**src/rtl/op_acc_stream.sv**
```systemverilog
// op_acc_stream: streaming float32 packet accumulator.
// Each packet of samples is reduced to one sum, added strictly in arrival order.
// op_sum: a combinational float32 adder. It rounds to nearest-even, keeps
// denormals, returns the canonical quiet NaN 32'h7FC00000 and overflows to Inf.
// Optional feature: define OP_ACC_COUNT_EN to add the CNT_W parameter and the
// saturating out_count sample counter.

module op_sum #(
  parameter int VSIZE = 32
) (
  input  logic [VSIZE-1:0] a_i,
  input  logic [VSIZE-1:0] b_i,
  output logic [VSIZE-1:0] sum_o
);

  // Leading-zero count of the 27-bit extended mantissa (27 when all zero).
  function automatic logic [4:0] lzc27(input logic [26:0] v);
    logic [4:0] n;
    logic       found;
    n     = 5'd27;
    found = 1'b0;
    for (int i = 26; i >= 0; i--) begin
      if (!found && v[i]) begin
        n     = 5'(26 - i);
        found = 1'b1;
      end
    end
    return n;
  endfunction

  logic        a_nan, b_nan, a_inf, b_inf;
  logic        swap;
  logic        sl, ss;
  logic [7:0]  el_f, es_f;
  logic [22:0] fl, fs;
  logic [7:0]  el, es;
  logic [23:0] ml, ms;
  logic [7:0]  d;
  logic [4:0]  dc;
  logic [53:0] sh;
  logic [26:0] ms_al, ml_x;
  logic        eff_sub;
  logic [27:0] sum;
  logic [4:0]  lz;
  logic [7:0]  shamt;
  logic [26:0] m;
  logic [9:0]  e;
  logic        g, rs, rup;
  logic [24:0] mr;
  logic [9:0]  e_fin;
  logic [22:0] frac_fin;

  // Align, add/subtract, normalise, round to nearest-even, then patch specials.
  always_comb begin
    a_nan = (a_i[30:23] == 8'hFF) && (a_i[22:0] != 23'd0);
    b_nan = (b_i[30:23] == 8'hFF) && (b_i[22:0] != 23'd0);
    a_inf = (a_i[30:23] == 8'hFF) && (a_i[22:0] == 23'd0);
    b_inf = (b_i[30:23] == 8'hFF) && (b_i[22:0] == 23'd0);

    // L always holds the larger magnitude so the subtraction never goes negative.
    swap = b_i[30:0] > a_i[30:0];
    {sl, el_f, fl} = swap ? b_i : a_i;
    {ss, es_f, fs} = swap ? a_i : b_i;

    el = (el_f == 8'd0) ? 8'd1 : el_f;
    es = (es_f == 8'd0) ? 8'd1 : es_f;
    ml = {el_f != 8'd0, fl};
    ms = {es_f != 8'd0, fs};

    // Shifting by 31 already pushes every bit of ms below the sticky bit.
    d     = el - es;
    dc    = (d > 8'd31) ? 5'd31 : d[4:0];
    sh    = {ms, 30'd0} >> dc;
    ms_al = {sh[53:28], sh[27] | (|sh[26:0])};
    ml_x  = {ml, 3'b000};

    eff_sub = sl ^ ss;
    sum = eff_sub ? ({1'b0, ml_x} - {1'b0, ms_al}) : ({1'b0, ml_x} + {1'b0, ms_al});
    lz  = lzc27(sum[26:0]);

    shamt = 8'd0;
    if (sum[27]) begin
      m = {sum[27:2], sum[1] | sum[0]};
      e = {2'b00, el} + 10'd1;
    end else begin
      // The left shift stops at exponent 1, which leaves a denormal result.
      if ({3'b000, lz} < (el - 8'd1)) shamt = {3'b000, lz};
      else                            shamt = el - 8'd1;
      m = sum[26:0] << shamt;
      e = {2'b00, el} - {2'b00, shamt};
    end

    g   = m[2];
    rs  = m[1] | m[0];
    rup = g & (rs | m[3]);
    mr  = {1'b0, m[26:3]} + {24'd0, rup};

    if (mr[24]) begin
      e_fin    = e + 10'd1;
      frac_fin = 23'd0;
    end else if (mr[23]) begin
      e_fin    = e;
      frac_fin = mr[22:0];
    end else begin
      e_fin    = 10'd0;
      frac_fin = mr[22:0];
    end

    if (e_fin >= 10'd255) sum_o = {sl, 8'hFF, 23'd0};
    else                  sum_o = {sl, e_fin[7:0], frac_fin};

    // An exact zero is +0, except when both inputs are -0.
    if (sum == 28'd0) sum_o = {(eff_sub ? 1'b0 : sl), 31'd0};

    if (a_nan || b_nan)                          sum_o = 32'h7FC0_0000;
    else if (a_inf && b_inf && (a_i[31] != b_i[31])) sum_o = 32'h7FC0_0000;
    else if (a_inf)                              sum_o = a_i;
    else if (b_inf)                              sum_o = b_i;
  end

endmodule

module op_acc_stream #(
  parameter int VSIZE = 32
`ifdef OP_ACC_COUNT_EN
  , parameter int CNT_W = 16
`endif
) (
  input  logic             clk,
  input  logic             rst,
  input  logic [VSIZE-1:0] in_data,
  input  logic             in_valid,
  input  logic             in_last,
  output logic             in_ready,
  output logic [VSIZE-1:0] out_data,
  output logic             out_valid,
  input  logic             out_ready
`ifdef OP_ACC_COUNT_EN
  , output logic [CNT_W-1:0] out_count
`endif
);

  typedef enum logic [1:0] {
    ST_IDLE = 2'd0,
    ST_ACC  = 2'd1,
    ST_OUT  = 2'd2
  } state_t;

  state_t           state_q;
  logic [VSIZE-1:0] acc_q;
  logic [VSIZE-1:0] acc_d;
  logic             in_ready_q;
  logic             out_valid_q;
  logic             in_accept;

  assign in_accept = in_valid && in_ready_q;

  op_sum #(.VSIZE(VSIZE)) u_sum (
    .a_i   (acc_q),
    .b_i   (in_data),
    .sum_o (acc_d)
  );

`ifdef OP_ACC_COUNT_EN
  logic [CNT_W-1:0] cnt_q;
  logic [CNT_W-1:0] cnt_d;

  // The sample counter saturates at all-ones rather than wrapping.
  always_comb begin
    cnt_d = cnt_q;
    if (cnt_q != {CNT_W{1'b1}}) cnt_d = cnt_q + CNT_W'(1);
  end

  // Count samples: the first beat loads 1 and every later accepted beat adds 1.
  always_ff @(posedge clk or posedge rst) begin
    if (rst) begin
      cnt_q <= '0;
    end else if (in_accept) begin
      cnt_q <= (state_q == ST_IDLE) ? CNT_W'(1) : cnt_d;
    end
  end

  assign out_count = cnt_q;
`endif

  // Packet FSM. The handshake outputs are registered alongside the state so
  // that out_ready has no combinational path to in_ready.
  always_ff @(posedge clk or posedge rst) begin
    if (rst) begin
      state_q     <= ST_IDLE;
      acc_q       <= '0;
      in_ready_q  <= 1'b1;
      out_valid_q <= 1'b0;
    end else begin
      case (state_q)
        ST_IDLE: begin
          if (in_accept) begin
            // The first beat bypasses the adder so specials pass through bit-exact.
            acc_q <= in_data;
            if (in_last) begin
              state_q     <= ST_OUT;
              in_ready_q  <= 1'b0;
              out_valid_q <= 1'b1;
            end else begin
              state_q <= ST_ACC;
            end
          end
        end
        ST_ACC: begin
          if (in_accept) begin
            acc_q <= acc_d;
            if (in_last) begin
              state_q     <= ST_OUT;
              in_ready_q  <= 1'b0;
              out_valid_q <= 1'b1;
            end
          end
        end
        ST_OUT: begin
          // acc is left as it is; the next packet's first beat overwrites it.
          if (out_ready) begin
            state_q     <= ST_IDLE;
            in_ready_q  <= 1'b1;
            out_valid_q <= 1'b0;
          end
        end
        default: begin
          state_q     <= ST_IDLE;
          in_ready_q  <= 1'b1;
          out_valid_q <= 1'b0;
        end
      endcase
    end
  end

  assign in_ready  = in_ready_q;
  assign out_valid = out_valid_q;
  assign out_data  = acc_q;

endmodule

```
**config.mk**
```make
export PLATFORM = sky130hd
export DESIGN_NAME = op_acc_stream
export DESIGN_NICKNAME = d
export VERILOG_FILES = /design/src/rtl/op_acc_stream.sv
export SDC_FILE = /design/constraint.sdc
export NUM_CORES = 1
export LEC_CHECK = 0
export ABC_AREA = 1
export CAP_MARGIN = 20
export CELL_PAD_IN_SITES_DETAIL_PLACEMENT = 1
export CELL_PAD_IN_SITES_GLOBAL_PLACEMENT = 1
export CORE_ASPECT_RATIO = 1.25
export CORE_UTILIZATION = 44
export CTS_CLUSTER_DIAMETER = 200
export CTS_CLUSTER_SIZE = 28
export DETAILED_ROUTE_END_ITERATION = 10
export GPL_TIMING_DRIVEN = 0
export PLACE_DENSITY_LB_ADDON = 0.15
export SLEW_MARGIN = 5
export SYNTH_ARGS = -nofsm -noshare
export SYNTH_HDL_FRONTEND = slang
export SYNTH_SLANG_ARGS = --single-unit
```
**constraint.sdc**
```tcl
create_clock -name clk -period 14.2 [get_ports clk]
set_input_delay 2.84 -clock clk [delete_from_list [all_inputs] [get_ports clk]]
set_output_delay 2.84 -clock clk [all_outputs]
set_load 0.005 [all_outputs]
```
==> results of run 1 <==
cell families after synthesis:
logic type	synth area share, %
mux	0.07497
compound gates	13.81
xor+xnor	4.254
buf+inv	14.86
fa+ha+maj	9.951
simple gates	50.26
other cells	0.02808
flops	6.756
per-layer routing:
metal | track usage [%] | overflow
met4 | 78.28 | 123
met2 | 95.25 | 212
met3 | 63.26 | 4
met1 | 75.37 | 4
met5 | 29.56 | 1
per-stage QoR:
stage	cell area (um2)	worst slack, ps	util (%)	instances
2_1_floorplan	13650	-495.5	-	2356
3_3_place_gp	14840	-4289	50.29	2822
3_5_place_dp	14840	-4585	50.29	2822
4_1_cts	18520	-1057	62.73	3088
cells in the mapped netlist (8+ instances only):
library cell / n / area (um2)
nand2_1: 642 / 2410
nand3_1: 368 / 1842
inv_1: 295 / 1107
nor2_1: 164 / 615.6
a21oi_1: 147 / 735.7
ha_1: 103 / 1289
o21ai_0: 99 / 495.5
nand4_1: 65 / 406.6
xor2_1: 49 / 429.2
nand2_2: 43 / 269.0
dfrtp_1: 35 / 875.8
nor3_1: 31 / 155.2
buf_4: 22 / 165.2
buf_6: 21 / 236.5
nand3_2: 19 / 190.2
clkbuf_1: 18 / 67.56
xnor2_1: 14 / 122.6
buf_2: 13 / 65.06
nor2_2: 12 / 75.07
nor4_1: 12 / 75.07
o21ai_1: 12 / 60.06
inv_2: 11 / 41.29
a31oi_1: 10 / 62.56
nor2_4: 10 / 112.6
nand2_4: 9 / 101.4
nand3_4: 8 / 140.1
o31ai_1: 8 / 60.06
timing repair:
item / CTS
setup endpoints to repair: 31
gates cloned: 7
pin swaps: 175
setup buffers: 257
gates resized for setup: 473
==> impl_metrics.csv, run 1 <==
group,metric,value,unit
clocking,cts_buffers,5,
placement,gp_congestion,1.021,
floorplanning,pin_count,71,
synth,synth_top_flop_cell,"dfrtp_1",
synth,ys_ff_latch,36,
global_routing,grt_max_degree,37,
synth,synth_area,13350,um2
global_routing,grt_overflow,344,
synth,yosys_warnings,0,
floorplanning,initial_utilization,45.24,%
clocking,cts_max_level,2,
clocking,cts.path.max_buffers,2,
placement,dp_hpwl,54810,um
synth,synth_edf_count,0,
clocking,cts_hold_buffers,0,
floorplanning,die_x,157.8,um
synth,async_reset_ff_share,100.0,%
outcome,status,"aborted with a tool error",
synth,postSynthAreaPerCell,5.672,um2
global_routing,grt_pass1_wl,181200,um
floorplanning,num_rows,70,
clocking,clock_sinks,36,
outcome,stop_stage,"global routing (5_1_grt)",
global_routing,track_usage,77.56,%
clocking,cts-root-buf,"clkbuf_16",
synth,ys_seq_area_share,6.756,%
placement,io_buffers,70,
outcome,firstError,"[ERROR GRT-0116] Global routing finished with congestion. Check the congestion regions in the DRC Viewer.",
global_routing,grt_pass1_vias,26316,
floorplanning,die_y,196.8,um
synth,ys_types,78,
synth,netlist_instances,2354,
==> run 2: changes to the inputs <==
--- a/config.mk
+++ b/config.mk
@@ -7,12 +7,7 @@
 export LEC_CHECK = 0
 export ABC_AREA = 1
 export CAP_MARGIN = 20
-export CELL_PAD_IN_SITES_DETAIL_PLACEMENT = 1
-export CELL_PAD_IN_SITES_GLOBAL_PLACEMENT = 1
-export CORE_ASPECT_RATIO = 1.25
-export CORE_UTILIZATION = 44
-export CTS_CLUSTER_DIAMETER = 200
-export CTS_CLUSTER_SIZE = 28
+export CORE_UTILIZATION = 30
 export DETAILED_ROUTE_END_ITERATION = 10
 export GPL_TIMING_DRIVEN = 0
 export PLACE_DENSITY_LB_ADDON = 0.15
==> impl_metrics.csv, run 2 <==
group,metric,value,unit
worst_setup_path,required,14380,ps
synth,yosys.area_share.simple,50.26,%
clocking,cts_buffers,5,
worst_setup_path,crit_family,"simple AND/OR/NAND/NOR gates",
hold_path,hp-class,"reg2reg",
clocking,cts-root-buf,"clkbuf_16",
worst_setup_path,crit_path_end,"out_data[23]",
sta,hold_violations,0,
final_layout,synthToLayoutAreaGrowth,45.07,%
global_routing,grt_pass1_vias,16870,
clocking,cts_max_level,2,
synth,async_reset_ff_share,100.0,%
placement,dp.cells,3011,
worst_setup_path,path_depth,106,
worst_setup_path,critical_path.startpoint,"in_data[13]",
route,drt_pass1_iterations,6,
worst_setup_path,worst-r2r-cell-count,104,
route,ant_nets,0,
final_layout,final_cell_mix,"nand2_1 (537), nand3_1 (283), inv_1 (274)",
worst_setup_path,crit-reg2reg-launch,"out_data[18]",
global_routing,track_usage,29.36,%
worst_setup_path,crit_path_max_incr_delay,440,ps
floorplanning,initial_utilization,30.73,%
synth,synth_largest_area_cell,"nand2_1",
final_layout,multi_input_area,12460,um2
synth,postSynthAreaPerCell,5.672,um2
final_layout,final_core_util,44.58,%
clocking,cts_hold_buffers,0,
synth,netlist_instances,2354,
final_layout,largest_reg_flops,32,
synth,synth_top_area_share,18.05,%
floorplanning,core_area,43460,um2
synth,synth-xor-area-share,4.254,%
sta,max_freq,0.06450,GHz
clocking,cts.path.max_buffers,2,
global_routing,grt_overflow,0,
worst_setup_path,path_class,"in2reg",
final_layout,final_cells,3292,
floorplanning,pin_count,71,
worst_setup_path,endpoint_kind,"register",
final_layout,regArea,902.1,um2
synth,synth_top_cells_by_count,"nand2_1 (642), nand3_1 (368), inv_1 (295)",
job,drv_cap,0,
synth,synth_top_flop_cell,"dfrtp_1",
clocking,clkLatencyLatePin,290,ps
route,routed_via_density,5.431,
synth,synthMuxAreaShare,0.07496,%
sta,rsz0062_at_grt,"true",
synth,ys_seq_area_share,6.756,%
synth,synth_compound_area_share,13.81,%
sta,setup_viol,31,
synth,synth_area,13350,um2
clocking,clock_sinks,36,
placement,gp_congestion,0.9992,
worst_setup_path,path_max_fanout,10,
final_layout,nets,2848,
outcome,failed_checks,"negative setup slack",
worst_setup_path,worst_setup_path_start_kind,"input port",
floorplanning,num_rows,76,
clocking,clk_pin_slew,60,ps
sta,fin_crit,15500,ps
worst_setup_path,path_common_cell,"nand2_1",
synth,yosys_warnings,0,
synth,synthAdderAreaFrac,9.951,%
placement,dp_hpwl,52230,um
worst_setup_path,worstPathArrival,15680,ps
global_routing,antenna_found_initial,0,
placement,placed_area,15080,um2
route,drc,0,
sta,worst_pin_slew,1028,ps
worst_setup_path,path_buf_inv,34,
synth,synth_area_leaders,"nand2_1 (18%), nand3_1 (14%), ha_1 (9.7%), inv_1 (8.3%), dfrtp_1 (6.6%)",
hold_path,hold_path.startpoint,"state_q[0]",
sta,fin_worst_skew,10.89,ps
final_layout,diodes,0,
worst_setup_path,rrSetupSlack,640,ps
outcome,status,"finished with violations",
worst_setup_path,rr_endpoint,"out_data[23]",
sta,worst_slack,-1303,ps
global_routing,grt_pass1_wl,101100,um
global_routing,grt_max_degree,37,
route,wl_per_cell,20.67,um
synth,synth.most_common_cell,"nand2_1",
synth,synth_edf_count,0,
synth,ys_ff_latch,36,
final_layout,drive_above_1_share,32.18,%
route,vias,17880,
final_layout,final_common_cell,"nand2_1",
floorplanning,die_y,213.0,um
route,first_iter_violations,1715,
sta,drv_slew,0,
floorplanning,die-area,45360,um2
synth,synth_top_family_by_area,"simple AND/OR/NAND/NOR gates",
synth,ys_types,78,
placement,io_buffers,70,
sta,relSlewSlack,30.77,%
clocking,cts_tree,"built",
sta,setup_tns,-38150,ps
final_layout,finalInstanceArea,19370,um2
sta,fin_crit_sh,109.2,%
worst_setup_path,slowest_stage,"xor2_1",
route,drt-total-wl,68040,um
final_layout,nFillCells,4624,
floorplanning,die_x,213.0,um
[run 2: cell counts after synthesis]
No cell type changed its count.
[run 2: cell type report]
class / instances / area share [%]
clock inverters: 3 / 0.2196
inverters: 312 / 6.240
multi-input cells: 1913 / 64.35
flip-flops and latches: 36 / 4.657
well taps: 585 / 3.779
clock buffers: 5 / 0.6459
repair buffers: 342 / 15.09
plain buffers: 95 / 4.993
repair inverters: 1 / 0.03230
[run 2: kinds of logic after synthesis]
family	after synthesis
AND/OR/NAND/NOR	1414
buffers and inverters	409
AO/OA/AOI/OAI	324
adder cells (fa/ha/maj)	105
XOR/XNOR	64
flip-flops	36
other	1
multiplexers	1
[run 2: routing by layer]
metal / vias up / global-route usage (%) / share of wire [%]
met3: 127 / 2.589 / 6.6
met4: 0 / 6.822 / 2.7
met1: 8512 / 41.37 / 46
met2: 749 / 47.95 / 45
met5: - / 0 / 0
li1: 8492 / - / -
[run 2: what timing repair did]
item,in CTS,in global routing
gates cloned,8,3
setup endpoints to repair,31,31
pin swaps,145,156
gates resized for setup,402,216
buffers inserted,213,55
hold endpoints to repair,0,0
[run 2: worst min path at each step]
stage / endpoint / slack [ps] / cells past startpoint
floorplan: state_q[1] / 430 / 1
global placement: state_q[1] / 450 / 1
detailed placement: state_q[1] / 460 / 1
CTS: state_q[1] / 460 / 1
global route: state_q[1] / 490 / 1
finish: state_q[1] / 460 / 1
[run 2: worst register-to-register path: cells and delay by family, from the launching register on]
| family | cells | cell delay, ps |
|---|---|---|
| compound gates | 9 | 1220 |
| flops | 1 | 570 |
| fa+ha+maj | 5 | 1030 |
| simple gates | 55 | 6260 |
| xor+xnor | 1 | 440 |
| buf+inv | 34 | 3930 |
[run 2: per-stage QoR]
step	worst slack, ps	hold slack (ps)
finish	-1303	455.8
CTS	-989.8	459.8
global route	-2036	493.5
floorplan	-495.5	429.0
detailed placement	-4577	458.5
global placement	-4525	454.8
Power of run 2 is not shown: default switching activity piles up to over one toggle a cycle in this logic, so the estimate is an artifact.
